[config.mk]
export PLATFORM = sky130hd
export DESIGN_NAME = instruction_loader
export DESIGN_NICKNAME = d
export VERILOG_FILES = /design/src/rtl/instruction_loader_pkg.sv /design/src/rtl/instruction_loader.sv
export SDC_FILE = /design/constraint.sdc
export NUM_CORES = 1
export LEC_CHECK = 0
export ABC_AREA = 1
export BUFFER_PORTS_ARGS = -buffer_cell sky130_fd_sc_hd__buf_4
export CAP_MARGIN = 5
export CORE_MARGIN = 2
export CORE_UTILIZATION = 45
export DETAILED_ROUTE_END_ITERATION = 7
export PLACE_DENSITY = 0.72
export SLEW_MARGIN = 10
export SYNTH_ARGS = -nofsm -noshare
export SYNTH_HDL_FRONTEND = slang
export SYNTH_SLANG_ARGS = --single-unit
[constraint.sdc]
create_clock -name clk -period 2 [get_ports clk]
set_input_delay 0.3 -clock clk [delete_from_list [all_inputs] [get_ports clk]]
set_output_delay 0.3 -clock clk [all_outputs]
set_load 0.02 [all_outputs]
[src/rtl/instruction_loader_pkg.sv]
// Shared definitions for the instruction loader and the CPU top level:
// loader FSM state encodings and the default instruction memory depth.
package instruction_loader_pkg;

    localparam int IL_MAX_WORDS = 128;

    typedef enum logic [1:0] {
        IDLE  = 2'd0,
        RECV  = 2'd1,
        WRITE = 2'd2,
        DONE  = 2'd3
    } loaderState_t;

endpackage

[src/rtl/instruction_loader.sv]
// Streams bytes from a byte source into instruction memory as big-endian words,
// holding the CPU for the duration of the load.
module instruction_loader
    import instruction_loader_pkg::*;
#(
    parameter int MAX_WORDS = IL_MAX_WORDS
) (
    input  logic        clk,
    input  logic        rst_n,
    input  logic        start,
    input  logic [29:0] base_addr,
    input  logic [7:0]  length,
    input  logic        abort,
    input  logic        byte_valid,
    input  logic [7:0]  byte_data,
    output logic        byte_ready,
    output logic [29:0] WriteAddress,
    output logic [31:0] writeDataINS,
    output logic        writeINS,
    output logic        cpu_hold,
    output logic        done,
    output logic [7:0]  checksum
);

    // Largest length the 8-bit length port can ever request, bounded by memory depth.
    localparam logic [8:0] LEN_CAP = (MAX_WORDS > 255) ? 9'd255 : 9'(MAX_WORDS);

    loaderState_t state;
    logic [29:0]  baseReg;
    logic [7:0]   lenReg;
    logic [7:0]   wordIdx;
    logic [1:0]   byteCnt;
    logic [23:0]  shiftReg;
    logic [7:0]   capLen;

    always_comb begin
        capLen = length;
        if ({1'b0, length} > LEN_CAP) begin
            capLen = LEN_CAP[7:0];
        end
    end

    always_ff @(posedge clk or negedge rst_n) begin
        if (!rst_n) begin
            state        <= IDLE;
            baseReg      <= '0;
            lenReg       <= '0;
            wordIdx      <= '0;
            byteCnt      <= '0;
            shiftReg     <= '0;
            byte_ready   <= 1'b0;
            WriteAddress <= '0;
            writeDataINS <= '0;
            writeINS     <= 1'b0;
            cpu_hold     <= 1'b0;
            done         <= 1'b0;
            checksum     <= '0;
        end else begin
            writeINS <= 1'b0;
            done     <= 1'b0;
            case (state)
                IDLE: begin
                    if (start) begin
                        baseReg  <= base_addr;
                        wordIdx  <= '0;
                        byteCnt  <= '0;
                        shiftReg <= '0;
                        checksum <= '0;
                        cpu_hold <= 1'b1;
                        if (length == 8'd0) begin
                            done  <= 1'b1;
                            state <= DONE;
                        end else begin
                            lenReg     <= capLen;
                            byte_ready <= 1'b1;
                            state      <= RECV;
                        end
                    end
                end
                RECV: begin
                    // Abort wins over a byte presented in the same cycle.
                    if (abort) begin
                        byte_ready <= 1'b0;
                        cpu_hold   <= 1'b0;
                        byteCnt    <= '0;
                        state      <= IDLE;
                    end else if (byte_valid && byte_ready) begin
                        checksum <= checksum ^ byte_data;
                        shiftReg <= {shiftReg[15:0], byte_data};
                        byteCnt  <= byteCnt + 2'd1;
                        if (byteCnt == 2'd3) begin
                            writeINS     <= 1'b1;
                            WriteAddress <= baseReg + {22'd0, wordIdx};
                            writeDataINS <= {shiftReg, byte_data};
                            byte_ready   <= 1'b0;
                            state        <= WRITE;
                        end
                    end
                end
                WRITE: begin
                    if (abort) begin
                        cpu_hold <= 1'b0;
                        byteCnt  <= '0;
                        state    <= IDLE;
                    end else if ((wordIdx + 8'd1) == lenReg) begin
                        done  <= 1'b1;
                        state <= DONE;
                    end else begin
                        wordIdx    <= wordIdx + 8'd1;
                        byte_ready <= 1'b1;
                        state      <= RECV;
                    end
                end
                DONE: begin
                    cpu_hold <= 1'b0;
                    state    <= IDLE;
                end
                default: begin
                    byte_ready <= 1'b0;
                    cpu_hold   <= 1'b0;
                    state      <= IDLE;
                end
            endcase
        end
    end

endmodule

==> metrics.md <==
| Metric | Value |
|---|---|
| Outcome | complete, but fails checks |
| Failing checks | setup timing |
| Total wire length | 18.1 mm |
| Clock slew at reported path FFs | 0.07 ns |
| Crit-path slowest cell | dfrtp_1 |
| Post-synth EDFFs | 0 |
| CTS max path bufs | 2 |
| Final min period | 2.00 ns |
| Buf+Inv Stages, Crit Path | 4 |
| Post-layout util | 61.7% |
| Maxcap violations | 0 |
| Largest fanout on the critical path | 5 |
| Core region area | 0.0153 mm^2 |
| Fin. max-slew vios | 0 |
| Port bufs | 124 |
| Routed Antenna Nets | 0 |
| Most used DFF post-synth | dfrtp_1 |
| Crit path cell chain | buf_6 > buf_6 > ha_4 > inv_2 > nand2_1 > nand3_1 > nor2_1 > nand2_1 > nor2_2 > nand2_2 > nor2_4 > nand2_4 > nand3_4 > inv_4 > nand2_2 > nand2_1 |
| Ys Warns | 0 |
| Power Total | 11900 uW |
| Placed Area | 0.00852 mm^2 |
| Syn Std Cell Area | 0.00712 mm^2 |
| Via density | 5.04 |
| Num CTS Buffers | 17 |
| Die Ht | 130 um |
| Required @ worst endpoint | 2.31 ns |
| Boundary pin count | 125 |
| WL/cell | 14.5 um |
| Grt ovf | 0 |
| Hold Crit Class | input port to flip-flop |
| P_leak | 0.00467 uW |
| CTS tree | done |
| Antenna fix cells | 0 |
| Clock skew | 0.00964 ns |
| Worst skew pair latency | 0.43 ns |
| Largest net degree at the start of global routing | 102 |
| Drc violations | 0 |
| CP top delay family | simple AND/OR/NAND/NOR gates |
| Initial Util | 46.5% |
| Global-route wire length before repair | 28.3 mm |
| CP Launch Type | flip-flop |
| Die width | 130 um |
| Final Hold Fails | 0 |
| Routability Congestion | 0.958 |
| DRT Pass-1 Iters | 4 |
| # setup viols final | 1 |
| Final period util | 100% |
| Syn_nets | 935 |
| CP Data Arrival Time | 2.32 ns |
| RSZ-0062 raised after global routing | yes |
| Worst setup path class | flip-flop to flip-flop |
| Die area | 0.0168 mm^2 |
| Setup ws final | -0.00152 ns |
| 1st-iter DRT viols | 470 |
| Root Buffer | clkbuf_16 |
| Fillers | 1366 |
| Max IR drop VDD | 0.700 mV |
| Inst Count DP | 1211 |
| Synthesis-stage register bit count | 148 |
| Cell count after synthesis | 869 |
| Final nets | 1095 |
| Worst stage delay on the critical path | 0.40 ns |
| Highest Clock Rate | 500 MHz |
| Design area | 0.00946 mm^2 |
| Sequential fraction of the synthesis area | 52.0% |
| Area Growth Syn to Fin | 32.9% |
| Slew @ Worst Pin | 0.513 ns |
| Pwr/cell area | 1260 mW/mm^2 |
| GRT Total Usage | 21.8% |
| CTS H-tree lvls | 4 |
| Via count | 6309 |
| Std cell rows | 45 |
| CTS Sinks | 148 |
| Rel. slew slack | 65.8% |
| Layout cells sized above 1 | 27.5% |
| Fraction of registers with async set/reset | 100% |
| Synth unique cells | 42 |
| DP Wirelength | 12.8 mm |
| CP dominant cell by count | nand2_1 |
| Crit path capture type | flip-flop |
| Final std cells w/o fill | 1253 |
| Initial antenna violation count | 0 |
| Vias in the first global route | 5833 |
| Sum Neg Setup Slack | -0.00152 ns |
| Avg Synthesized Cell Area | 8.19 um^2 |
## stage by stage
stage          hold slack, ns  setup WS, ns
6_report               0.0665      -0.00152
4_1_cts                0.0530        0.0164
2_1_floorplan         0.00441        0.0617
3_5_place_dp            0.291       -0.0134
3_3_place_gp            0.292      -0.00951
5_1_grt                0.0650       -0.0812
## timing repair
action	4_1_cts	5_1_grt
buffers inserted	0	9
hold buffers	1	0
endpoints found under the setup margin	4	52
endpoints found under the hold margin	48	0
pin swaps	1	14
gates resized for setup	3	66
## cell usage in the layout (no fill, tap or decap), types with 3 or more instances in the layout
master | netlist | routed
a21oi_1 | 19 | 17
a31oi_1 | 3 | 3
buf_12 | 0 | 4
buf_4 | 0 | 160
buf_6 | 0 | 4
clkbuf_16 | 0 | 17
clkinv_4 | 0 | 4
dfrtp_1 | 148 | 147
ha_1 | 14 | 4
ha_2 | 0 | 3
ha_4 | 0 | 7
inv_1 | 85 | 83
inv_2 | 4 | 5
inv_8 | 0 | 6
nand2_1 | 281 | 266
nand2_2 | 6 | 19
nand2_4 | 1 | 3
nand3_1 | 55 | 50
nand3_2 | 1 | 6
nand3b_1 | 4 | 4
nand4_1 | 11 | 11
nor2_1 | 41 | 28
nor2_2 | 7 | 17
nor2_4 | 3 | 6
nor3_1 | 12 | 11
nor3_2 | 2 | 3
o21ai_0 | 100 | 97
o21ai_1 | 7 | 8
o21ai_2 | 2 | 3
xnor2_1 | 9 | 9
xor2_1 | 9 | 9
## synthesized netlist by cell type (all sizes together) (4+ instances only)
cell / n / area, um^2
a21oi: 20 / 104
buf: 5 / 23.8
clkbuf: 23 / 87.6
dfrtp: 148 / 3700
ha: 14 / 175
inv: 90 / 340
nand2: 288 / 1100
nand3: 57 / 303
nand3b: 4 / 30.0
nand4: 12 / 90.1
nor2: 51 / 231
nor3: 14 / 80.1
o21ai: 110 / 569
xnor2: 9 / 78.8
xor2: 9 / 78.8
## cells by family after synthesis
group | share of synthesized area [%]
compound gates | 10.2
xor+xnor | 2.22
fa+ha+maj | 2.74
buf+inv | 6.35
flops | 52.0
simple gates | 26.5
## registers in the layout, summed over array words and instances, names as in the netlist, 8 cells and up
register,cells
writeDataINS,32
WriteAddress,30
checksum,8
lenReg,8
wordIdx,8
baseReg,30
shiftReg,24
## worst paths after layout
path / start / to / cells after the start / slack (ns)
max: wordIdx[0] / wordIdx[5] / 16 / -0.002
min: base_addr[5] / baseReg[5] / 3 / 0.07
max reg2reg: wordIdx[0] / wordIdx[5] / 16 / -0.002
min reg2reg: checksum[1] / checksum[1] / 1 / 0.47
max in group asynchronous: rst_n / writeDataINS[0] / 3 / 0.95
min in group asynchronous: rst_n / WriteAddress[17] / 2 / 0.40
## final cells by class
| class | instances | area, um^2 | share of cell area (%) |
|---|---|---|---|
| clock buffer | 17 | 425 | 4.50 |
| tap | 211 | 264 | 2.79 |
| timing repair buffer | 169 | 1340 | 14.1 |
| multi-input combinational | 603 | 3220 | 34.1 |
| inverter | 90 | 343 | 3.63 |
| clock inverter | 15 | 160 | 1.69 |
| sequential | 148 | 3700 | 39.2 |
## power by group
part | total (uW) | switching (uW) | internal (uW)
Sequential | 4580 | 742 | 3830
Clock | 3100 | 1430 | 1670
Combinational | 4210 | 2550 | 1650
Total | 11900 | 4720 | 7160
## tightest hold or removal path: cells and delay by family
family        cells  cell delay [ns]
buf+inv           1             0.08
simple gates      2             0.08
## metal layers
layer	vias up	GRT usage, %	wire length (um)
met4	0	6.26	236
met1	3015	30.8	8350
li1	3114	-	-
met3	18	4.72	993
met2	162	34.1	8550
met5	-	0	0
Note: power is estimated with default switching activity, not from simulation.
